--- src/rtl/sgd_scalar_bcast_tree.sv ---
// Scalar broadcast fan-out: queues signed scalars, applies an arithmetic right shift
// at the root, then copies value and lane mask down a registered binary tree to every bank lane.
module sgd_bcast_node #(
    parameter int MW = 1
) (
    input  logic          clk,
    input  logic          rst_n,
    input  logic          en_i,
    input  logic [31:0]   data_i,
    input  logic [MW-1:0] mask_i,
    output logic [31:0]   data_o,
    output logic [MW-1:0] mask_o
);
    logic [31:0]   data_q;
    logic [MW-1:0] mask_q;

    // Load only when the parent holds a live scalar; otherwise hold the last one.
    always_ff @(posedge clk or negedge rst_n) begin
        if (!rst_n) begin
            data_q <= '0;
            mask_q <= '0;
        end else if (en_i) begin
            data_q <= data_i;
            mask_q <= mask_i;
        end
    end

    assign data_o = data_q;
    assign mask_o = mask_q;
endmodule

module sgd_scalar_bcast_tree #(
    parameter int TREE_DEPTH = 3,
    parameter int TREE_WIDTH = 1 << TREE_DEPTH,
    parameter int FIFO_DEPTH = 4
) (
    input  logic                  clk,
    input  logic                  rst_n,
    input  logic signed [31:0]    s_input,
    input  logic [4:0]            s_shift,
    input  logic [TREE_WIDTH-1:0] s_lane_enable,
    input  logic                  s_input_valid,
    output logic                  s_input_ready,
    input  logic                  dispatch_en,
    output logic signed [31:0]    v_output [TREE_WIDTH-1:0],
    output logic                  v_output_enable [TREE_WIDTH-1:0],
    output logic                  v_output_valid,
    output logic [31:0]           dispatch_cnt
);
    localparam int AW    = (FIFO_DEPTH > 1) ? $clog2(FIFO_DEPTH) : 1;
    localparam int NODES = (1 << (TREE_DEPTH + 1)) - 1;
    localparam int LEAF0 = TREE_WIDTH - 1;
    localparam logic [AW:0] CNT_FULL = (AW+1)'(FIFO_DEPTH);

    typedef struct packed {
        logic [31:0]           data;
        logic [4:0]            shift;
        logic [TREE_WIDTH-1:0] mask;
    } entry_t;

    entry_t          mem_q [FIFO_DEPTH];
    entry_t          head;
    logic [AW-1:0]   wr_ptr_q, rd_ptr_q;
    logic [AW:0]     count_q, count_d;
    logic            push, pop;

    // Ready looks only at the registered count, so a same-cycle pop never frees a slot early.
    assign s_input_ready = rst_n & (count_q < CNT_FULL);
    assign push          = s_input_valid & s_input_ready;
    assign pop           = dispatch_en & (count_q != '0);
    assign head          = mem_q[rd_ptr_q];

    always_comb begin
        count_d = count_q;
        case ({push, pop})
            2'b10:   count_d = count_q + 1'b1;
            2'b01:   count_d = count_q - 1'b1;
            default: count_d = count_q;
        endcase
    end

    always_ff @(posedge clk or negedge rst_n) begin
        if (!rst_n) begin
            wr_ptr_q <= '0;
            rd_ptr_q <= '0;
            count_q  <= '0;
        end else begin
            if (push) wr_ptr_q <= wr_ptr_q + 1'b1;
            if (pop)  rd_ptr_q <= rd_ptr_q + 1'b1;
            count_q <= count_d;
        end
    end

    always_ff @(posedge clk) begin
        if (push) mem_q[wr_ptr_q] <= '{data: s_input, shift: s_shift, mask: s_lane_enable};
    end

    // Root stage: the shift is applied once here so every lane sees the same value.
    logic [31:0]           root_data_d, root_data_q;
    logic [TREE_WIDTH-1:0] root_mask_q;
    logic [TREE_DEPTH:0]   vld_pipe_q;
    logic [31:0]           dispatch_cnt_q;

    assign root_data_d = 32'($signed(head.data) >>> head.shift);

    always_ff @(posedge clk or negedge rst_n) begin
        if (!rst_n) begin
            root_data_q <= '0;
            root_mask_q <= '0;
        end else if (pop) begin
            root_data_q <= root_data_d;
            root_mask_q <= head.mask;
        end
    end

    always_ff @(posedge clk or negedge rst_n) begin
        if (!rst_n) begin
            vld_pipe_q     <= '0;
            dispatch_cnt_q <= '0;
        end else begin
            vld_pipe_q <= {vld_pipe_q[TREE_DEPTH-1:0], pop};
            if (vld_pipe_q[TREE_DEPTH]) dispatch_cnt_q <= dispatch_cnt_q + 1'b1;
        end
    end

    // Nodes are heap-indexed; stage k node i owns mask bits [i*MW +: MW] of its stage row,
    // which is exactly the matching half of its parent's slice.
    logic [NODES-1:0][31:0]                node_data;
    logic [TREE_DEPTH:0][TREE_WIDTH-1:0]   node_mask;

    assign node_data[0] = root_data_q;
    assign node_mask[0] = root_mask_q;

    for (genvar k = 1; k <= TREE_DEPTH; k++) begin : g_stage
        localparam int MW = TREE_WIDTH >> k;
        for (genvar i = 0; i < (1 << k); i++) begin : g_node
            sgd_bcast_node #(.MW(MW)) u_node (
                .clk    (clk),
                .rst_n  (rst_n),
                .en_i   (vld_pipe_q[k-1]),
                .data_i (node_data[(1 << (k-1)) - 1 + i/2]),
                .mask_i (node_mask[k-1][i*MW +: MW]),
                .data_o (node_data[(1 << k) - 1 + i]),
                .mask_o (node_mask[k][i*MW +: MW])
            );
        end
    end

    for (genvar l = 0; l < TREE_WIDTH; l++) begin : g_lane
        assign v_output[l]        = node_mask[TREE_DEPTH][l] ? $signed(node_data[LEAF0 + l]) : '0;
        assign v_output_enable[l] = node_mask[TREE_DEPTH][l] & vld_pipe_q[TREE_DEPTH];
    end

    assign v_output_valid = vld_pipe_q[TREE_DEPTH];
    assign dispatch_cnt   = dispatch_cnt_q;
endmodule

--- config.mk ---
export PLATFORM = sky130hd
export DESIGN_NAME = sgd_scalar_bcast_tree
export DESIGN_NICKNAME = d
export VERILOG_FILES = /design/src/rtl/sgd_scalar_bcast_tree.sv
export SDC_FILE = /design/constraint.sdc
export NUM_CORES = 1
export LEC_CHECK = 0
export CAP_MARGIN = 10
export CORE_MARGIN = 4
export CORE_UTILIZATION = 55
export CTS_BUF_LIST = sky130_fd_sc_hd__clkbuf_16
export DETAILED_ROUTE_END_ITERATION = 8
export PLACE_DENSITY = 0.78
export SLEW_MARGIN = 5
export SYNTH_ARGS = -nofsm -noshare
export SYNTH_HDL_FRONTEND = slang
export SYNTH_HIERARCHICAL = 1
export SYNTH_SLANG_ARGS = --single-unit
--- constraint.sdc ---
create_clock -name clk -period 4.1 [get_ports clk]
set_clock_uncertainty 0.2 [all_clocks]
set_input_delay 0.82 -clock clk [delete_from_list [all_inputs] [get_ports clk]]
set_output_delay 0.82 -clock clk [all_outputs]
set_load 0.01 [all_outputs]
# == Word-level counts from Yosys, hierarchy flattened ==
# Memories as Yosys holds them, arrays and structs flattened.
# Cells that the tools add are included.
# word_totals
regBits,203
ramBits,180
input_bits,49
output_inout_bits,298
elab_cells,58
n_memories,1
# mem_list
memory,depth,word_bits,read_ports,rd_clocked_by_memory_dff,wr,line_no,rtl
mem_q,4,45,1,0,1,61,entry_t mem_q [FIFO_DEPTH];
# op_classes
addsub,5
n_lt_le_gt_ge,1
eq_ne,2
shift,1
mux,11
bitwise,11
n_reduce_logical,2
# ops
operator,n
$mux W32,8
$add A32 B1 Y32 const B,1
$sshr A32 B5 Y32,1
$and A1 B1 Y1,11
$pmux W3 S2,1
$add A2 B1 Y2 const B,2
$add A3 B1 Y3 const B,1
$lt A3 B3 Y1 const B,1
$reduce_bool A3 Y1,1
$sub A3 B1 Y3 const B,1
$eq A2 B1 Y1 const B,1
$eq A2 B2 Y1 const B,1
$mux W1,2
$reduce_bool A2 Y1,1

# == Longest topological paths before layout ==
# Gate-level depths: netlist of run 1.
# depth
ltp_word,5
mapped_depth,10
ltp_nobuf,9

# == Modules after synthesis ==
# Netlist of run 1, hierarchy kept.
# modules_own_cells
module,instances,cells_per_inst,area_per_inst_um2,seq_area_each_um2
sgd_scalar_bcast_tree,1,1033,13246.5,7482.2
sgd_bcast_node (g_stage[3].g_node[0].u_node ...),8,70,1381.3,825.8
sgd_bcast_node (g_stage[2].g_node[0].u_node ...),4,72,1417.6,850.8
sgd_bcast_node (g_stage[1].g_node[0].u_node ...),2,76,1490.2,900.9

# == Worst setup path after synthesis of run 1 ==
# Ideal clock, no wire load.
# synth_path
path_kind,input-to-reg
from,input port rst_n
to,memory mem_q[0][0] in the netlist's numbering (enable)
setup_time_ns,0.407
arrival_time_ns,2.330
t_required_ns,3.493
slack_ns,1.162
stages,2
path_buffers,0
cell_sequence,nor2b_1 and3_1
# synth_via
elab_chain_cells,4
# synth_lines
element,line_no,rtl
"start, declared",38,"input logic rst_n,"
$and A1 B1 Y1,68,assign s_input_ready = rst_n & (count_q < CNT_FULL);
$and A1 B1 Y1,69,assign push = s_input_valid & s_input_ready;
$mux W1,95,"if (push) mem_q[wr_ptr_q] <= '{data: s_input, shift: s_shift, mask: s_lane_enable};"
$mux W1 (implied by the code),95,
"end, declared",61,
# Every way passes these cells.

==> flow_summary.rst, run 1 <==
.. list-table::
   :header-rows: 1

   * - Metric
     - Value
   * - Outcome
     - complete, no violations
   * - Synth Register Bits
     - 735
   * - Global-route total usage across every layer
     - 22.80%
   * - Hold-fix buffers at CTS
     - 0
   * - Post-Route Utilization
     - 65.86%
   * - Share of synthesized cell area in and, or, nand and nor gates
     - 7.037%
   * - Number of buffers added on ports
     - 346
   * - Fin. Hold Viols
     - 0
   * - Number of pins with negative max-slew slack in the final report
     - 0
   * - Detailed Place HPWL
     - 50610 um
   * - Number of buffers and inverters on the critical path
     - 2
   * - Reg-to-reg critical path startpoint
     - rd_ptr_q[0]
   * - Xor/xnor cell area share of the yosys netlist
     - 0.9836%
   * - IR drop worst, VDD
     - 0.4710 mV
   * - Synth-to-Final Area Change
     - 18.19%
   * - Die Width
     - 252.8 um
   * - Starting density of the core
     - 55.72%
   * - Sequential-to-total area share from yosys stat
     - 58.56%
   * - Routed Wire Length
     - 73300 um
   * - Routability-driven placement congestion ratio
     - 0.8521
   * - Critical path endpoint category
     - output port
   * - Clock tree from TritonCTS
     - yes
   * - Synthesized-area fraction occupied by adder cells
     - 0.2886%
   * - Distinct cells, synth
     - 45
   * - Clock root buffer
     - clkbuf_16
   * - Unrepaired setup endpoints after global routing
     - false
   * - Max capacitance violation total
     - 0
   * - Peak clock frequency supported by timing
     - 270.2 MHz
   * - CTS-repair resized insts
     - 0
   * - Final period demand of the worst path
     - 3.700 ns
   * - Post-DRT Antenna Nets
     - 0
   * - Average cell area after synthesis
     - 16.21 um2
   * - Wire length of the first global-routing pass
     - 113300 um
   * - Most frequent cells after synthesis
     - 555 x dfrtp_1, 420 x mux2_4, 267 x and2_1
   * - Share of cells above drive strength 1
     - 29.11%
   * - Count of final setup violators
     - 0
   * - Average detailed-routed wire length per instance
     - 22.88 um
   * - Biggest cell delay along the critical path
     - 1.08 ns
   * - Slew margin rel.
     - 25.01%
   * - Prevailing post-synth register cell
     - dfrtp_1
   * - DIE AREA
     - 63890 um2
   * - Critical setup path kind
     - flip-flop to output port
   * - Detailed-route DRC error count
     - 0
   * - Required time at the endpoint of the critical path
     - 3.08 ns
   * - Arr. time, crit path
     - 2.68 ns
   * - Drt first-iter violations
     - 1173
   * - Clk buf depth
     - 3
   * - Final global-route overflow total
     - 0
   * - Via-to-Cell Ratio
     - 5.510
   * - Slowest cell on the critical path
     - dfrtp_1
   * - Launch point of the critical path
     - g_stage[3].g_node[6].u_node/mask_o
   * - Leakage
     - 0.01691 uW
   * - Main combinational cell family by area after synthesis
     - multiplexers
   * - Leading post-synthesis cells by cell area
     - dfrtp_1 42%, mux2_4 19%, edfxtp_1 16%, and2_1 5.1%, mux4_2 3.1%
   * - Later-pin clock latency in the skew report
     - 0.59 ns
   * - Post-route clock period utilization
     - 90.25%
   * - Clock H-tree levels
     - 3
   * - Setup TNS
     - 0 ns
   * - Drt first pass iters
     - 5
   * - Clk sinks
     - 735
   * - Power density cells
     - 832.9 nW/um2
   * - Fraction of the mapped netlist area in compound gates
     - 1.694%
   * - Clock slew seen by the registers of the worst setup and hold paths
     - 0.06 ns
   * - Largest net degree at the start of global routing
     - 173
   * - Most used standard cell by instance count after synthesis
     - dfrtp_1
   * - CTS buffer count
     - 75
   * - Net count, final
     - 2431
   * - I/O pin count
     - 347
   * - Cells after synthesis
     - 2033
   * - Worst path top cell family by delay
     - flip-flops
   * - Count of vias placed by the detailed router
     - 17650
   * - Worst slack, placed
     - 0.7480 ns
   * - Ordered list of cells on the worst path
     - buf_4 -> and2_1 -> clkdlybuf4s50_1
   * - Post-synthesis async set-or-reset flop share
     - 75.51%
   * - R2R Setup Slk
     - 0.72 ns
   * - Row Count
     - 89
   * - Post-synthesis net count
     - 2089
   * - Yosys top cell area share
     - 42.15%
   * - Slew of the pin with the lowest slew margin
     - 1.125 ns
   * - Worst min-delay path category
     - input port to asynchronous set/reset pin
   * - Largest fanout of any net on the critical path
     - 26
   * - Post-route worst setup slack
     - 0.3997 ns
   * - Number of antenna violations at the first check in global routing
     - 1
   * - Cell taking the most area after synthesis
     - dfrtp_1
   * - Vias in the first global route
     - 18760
   * - Setup bufs post-CTS
     - 0
   * - Height of the die
     - 252.8 um
   * - Startpoint class of the critical path
     - flip-flop
   * - Netlist Area Pre-Place
     - 32950 um2
   * - Number of synthesis warnings
     - 6
   * - Core ar.
     - 59130 um2
   * - Post-synth EDFFs
     - 180
   * - Mux contribution to synthesized area
     - 27.28%
registers in the layout, summed over array words and instances, names as in the netlist:
signal,count
g_stage.g_node.u_node/mask_o,24
root_mask_q,8
mem_q,180
root_data_q,32
g_stage.g_node.u_node/data_o,448
vld_pipe_q,4
dispatch_cnt,32
rd_ptr_q,2
wr_ptr_q,2
count_q,3
cells in the final DEF (no fill, tap or decap), types with 22 or more instances in the layout:
master / count
mux2i_1: 61
nand2_1: 74
o21ai_0: 35
clkbuf_16: 79
dfrtp_1: 550
buf_4: 32
mux2_2: 85
clkdlybuf4s50_1: 345
nor2_1: 26
xnor2_1: 22
and2_1: 267
edfxtp_1: 180
mux2_4: 420
mux4_2: 45
inv_1: 26
worst register-to-register path, stage by stage, from the launching register on:
cell and delay, ns:
dfrtp_2 0.82, mux4_2 0.81, buf_4 0.31, mux2i_1 0.35, mux2i_1 0.18, mux2_2 0.31, mux2i_1 0.18, o211ai_1 0.11
through the flow:
step | hold slack (ns) | area (um2) | instances | total power [uW]
finish | 0.2718 | 38940 | 3203 | 32440
global route | 0.3116 | 38940 | 3202 | 34030
CTS | 0.2754 | 38940 | 3202 | 32650
detailed placement | 0.2604 | 36500 | 3071 | 25770
global placement | 0.2587 | 36500 | 3071 | 25310
floorplan | 0.2138 | 32950 | 2033 | 21140
kinds of logic (layout without fill, tap and decap cells):
| logic type | count (synthesis) | after routing |
|---|---|---|
| DFF | 735 | 735 |
| muxes | 615 | 615 |
| and+or+nand+nor | 414 | 414 |
| buffers and inverters | 134 | 530 |
| AOI/OAI and AO/OA | 91 | 91 |
| xor gates and xnor gates | 37 | 37 |
| adders and majority gates | 7 | 7 |
| other | 0 | 1 |
layout make-up:
| type | count | area (um2) |
|---|---|---|
| Fill cell | 3954 | 20190 |
| Multi-Input combinational cell | 1164 | 12300 |
| Antenna cell | 1 | 2.502 |
| Clock inverter | 52 | 467.9 |
| Inverter | 13 | 48.80 |
| Clock buffer | 79 | 1977 |
| Timing Repair Buffer | 386 | 3869 |
| Sequential cell | 735 | 19310 |
| Tap cell | 773 | 967.2 |
where the power goes:
part / switching, uW / internal, uW
Combinational: 5080 / 7690
Sequential: 2670 / 10300
Clock: 2750 / 3990
routing by layer:
layer / global-route usage, % / up-vias / share of wire (%)
met5: 0 / - / 0
met4: 6.351 / 0 / 2.5
met3: 3.416 / 112 / 4.0
met2: 38.21 / 456 / 49
met1: 31.57 / 9170 / 44
li1: - / 7912 / -
final timing paths:
check | end | cells after the start
min in group clk | root_mask_q[7] | 2
max in group asynchronous | dispatch_cnt[31] | 3
min reg2reg | root_mask_q[7] | 2
max | v_output[213] | 3
min | g_stage[1].g_node[0].u_node/data_o[29] | 2
max reg2reg | root_data_q[6] | 7
(Power assumes the default switching activity.)
==> inputs of run 2 (changes only) <==
--- a/config.mk
+++ b/config.mk
@@ -11,6 +11,7 @@
 export CTS_BUF_LIST = sky130_fd_sc_hd__clkbuf_16
 export DETAILED_ROUTE_END_ITERATION = 8
 export PLACE_DENSITY = 0.78
+export SETUP_SLACK_MARGIN = 0.05
 export SLEW_MARGIN = 5
 export SYNTH_ARGS = -nofsm -noshare
 export SYNTH_HDL_FRONTEND = slang
==> constraint.sdc (replaced) <==
create_clock -name clk -period 3.55 [get_ports clk]
set_clock_uncertainty 0.2 [all_clocks]
set_input_delay 0.71 -clock clk [delete_from_list [all_inputs] [get_ports clk]]
set_output_delay 0.71 -clock clk [all_outputs]
set_load 0.01 [all_outputs]
==> flow_summary.rst, run 2 (same netlist as run 1, synthesis figures left out) <==
.. list-table::
   :header-rows: 1

   * - Metric
     - Value
   * - Post-Route Utilization
     - 65.85%
   * - Global-route total usage across every layer
     - 22.85%
   * - Height of the die
     - 252.8 um
   * - Total power
     - 37300 uW
   * - Startpoint class of the critical path
     - flip-flop
   * - Number of buffers added on ports
     - 346
   * - Net count, final
     - 2436
   * - Via-to-Cell Ratio
     - 5.575
   * - Power share of the sequential group
     - 39.4%
   * - Drt first pass iters
     - 5
   * - Leakage
     - 0.01691 uW
   * - Die Width
     - 252.8 um
   * - Logic gate share of total power
     - 40.3%
   * - Number of antenna violations at the first check in global routing
     - 0
   * - Slowest cell on the critical path
     - dfrtp_1
   * - CTS-repair resized insts
     - 0
   * - Later-pin clock latency in the skew report
     - 0.60 ns
   * - CTS buffer count
     - 74
   * - Worst hold margin
     - 0.2637 ns
   * - Busiest layer in global routing
     - met2
   * - Max capacitance violation total
     - 0
   * - Met3 Usage GRT
     - 3.313%
   * - Routed Wire Length
     - 73190 um
   * - Largest net degree at the start of global routing
     - 184
   * - DIE AREA
     - 63890 um2
   * - Power density cells
     - 957.8 nW/um2
   * - Worst path top cell family by delay
     - buffers and inverters
   * - Clock H-tree levels
     - 3
   * - Peak clock frequency supported by timing
     - 298.4 MHz
   * - Switching share of total power
     - 32.55%
   * - Critical path endpoint category
     - output port
   * - Setup TNS
     - 0 ns
   * - Core ar.
     - 59130 um2
   * - Clk buf depth
     - 3
   * - Starting density of the core
     - 55.72%
   * - Count of final setup violators
     - 0
   * - Ordered list of cells on the worst path
     - buf_4 -> and2_1 -> clkdlybuf4s50_1
   * - Most common library cell in the layout ignoring fill and taps
     - dfrtp_1
   * - Final global-route overflow total
     - 0
   * - Clock root buffer
     - clkbuf_16
   * - Power spent charging and discharging nets
     - 12140 uW
   * - Clock slew seen by the registers of the worst setup and hold paths
     - 0.06 ns
   * - Share of cells above drive strength 1
     - 29.19%
   * - Worst min-delay path category
     - flip-flop to flip-flop
   * - Detailed-route DRC error count
     - 0
   * - Detailed Place HPWL
     - 50780 um
   * - Required time at the endpoint of the critical path
     - 2.64 ns
   * - Average detailed-routed wire length per instance
     - 22.80 um
   * - Met1 demand-to-capacity share in global routing
     - 31.67%
   * - Clk sinks
     - 735
   * - I/O pin count
     - 347
   * - Unrepaired setup endpoints after global routing
     - false
   * - Synth-to-Final Area Change
     - 18.19%
   * - Slew margin rel.
     - 29.15%
   * - Final period demand of the worst path
     - 3.351 ns
   * - Met2 Use GR
     - 38.63%
   * - Arr. time, crit path
     - 2.44 ns
   * - Wire length of the first global-routing pass
     - 114200 um
   * - Number of pins with negative max-slew slack in the final report
     - 0
   * - Commonest cells after routing, fill and taps aside
     - 550 x dfrtp_1, 420 x mux2_4, 345 x clkdlybuf4s50_1
   * - Biggest cell delay along the critical path
     - 0.67 ns
   * - Clock tree from TritonCTS
     - yes
   * - Outcome
     - complete, no violations
   * - Post-route clock period utilization
     - 94.39%
   * - Fin. Hold Viols
     - 0
   * - Int Pwr
     - 25160 uW
   * - Routability-driven placement congestion ratio
     - 0.8623
   * - Vias in the first global route
     - 18830
   * - Count of vias placed by the detailed router
     - 17900
   * - Number of buffers and inverters on the critical path
     - 2
   * - Number of flip-flops in the largest register
     - 448
   * - Fill cell total of the finished layout
     - 4025
   * - Row Count
     - 89
   * - Drt first-iter violations
     - 1248
   * - Post-DRT Antenna Nets
     - 0
   * - Slew of the pin with the lowest slew margin
     - 1.063 ns
   * - Critical setup path kind
     - flip-flop to output port
   * - IR drop worst, VDD
     - 0.6128 mV
   * - Clock group share of total power
     - 20.3%
   * - Largest fanout of any net on the critical path
     - 19
## run 2: timing repair
| action | 4_1_cts | 5_1_grt |
|---|---|---|
| buffers inserted | 0 | 0 |
| hold buffers | 1 | 0 |
| setup endpoints to repair | 0 | 0 |
| endpoints found under the hold margin | 15 | 0 |
## run 2: worst paths after layout
kind,cells past startpoint,slack (ns),start,end
max in group asynchronous,4,0.99,rst_n,g_stage[2].g_node[0].u_node/data_o[4]
worst max register to register,6,0.48,rd_ptr_q[0],root_data_q[16]
worst min-delay path,1,0.26,dispatch_cnt[31],dispatch_cnt[31]
worst max-delay path,3,0.20,g_stage[3].g_node[3].u_node/mask_o,v_output[115]
min in group asynchronous,3,0.55,rst_n,g_stage[3].g_node[6].u_node/data_o[31]
worst min register to register,1,0.26,dispatch_cnt[31],dispatch_cnt[31]
## run 2: metrics by stage
stage	cells	cell area (um2)	setup WS [ns]
2_1_floorplan	2033	32950	0.7223
3_3_place_gp	3076	36580	0.5103
3_5_place_dp	3076	36580	0.4991
4_1_cts	3209	38940	0.1108
5_1_grt	3209	38940	0.07383
6_report	3210	38940	0.1993
## run 2: metal layers
layer	routed length (um)	share of wire, %
met1	32280	44
met2	36560	50
met3	2742	3.7
met4	1615	2.2
met5	0	0
## run 2: cell type report
class,count,area [um2],share of cell area (%)
flip-flops and latches,735,19310,49.58
multi-input cells,1164,12300,31.59
diodes,1,2.502,0.006426
well taps,773,967.2,2.484
clock buffers,76,1902,4.884
inverters,13,48.80,0.1253
repair buffers,392,3966,10.19
clock inverters,56,442.9,1.137
## run 2: power by group through the flow
| stage | Combinational [uW] | Clock, uW | Sequential (uW) |
|---|---|---|---|
| final | 15000 | 7560 | 14700 |
| after floorplan | 11100 | 0 | 13300 |
| after global placement | 14700 | 0 | 14600 |
| after detailed placement | 15000 | 0 | 14800 |
| after CTS | 15100 | 7730 | 14700 |
| after global routing | 16000 | 8050 | 15100 |
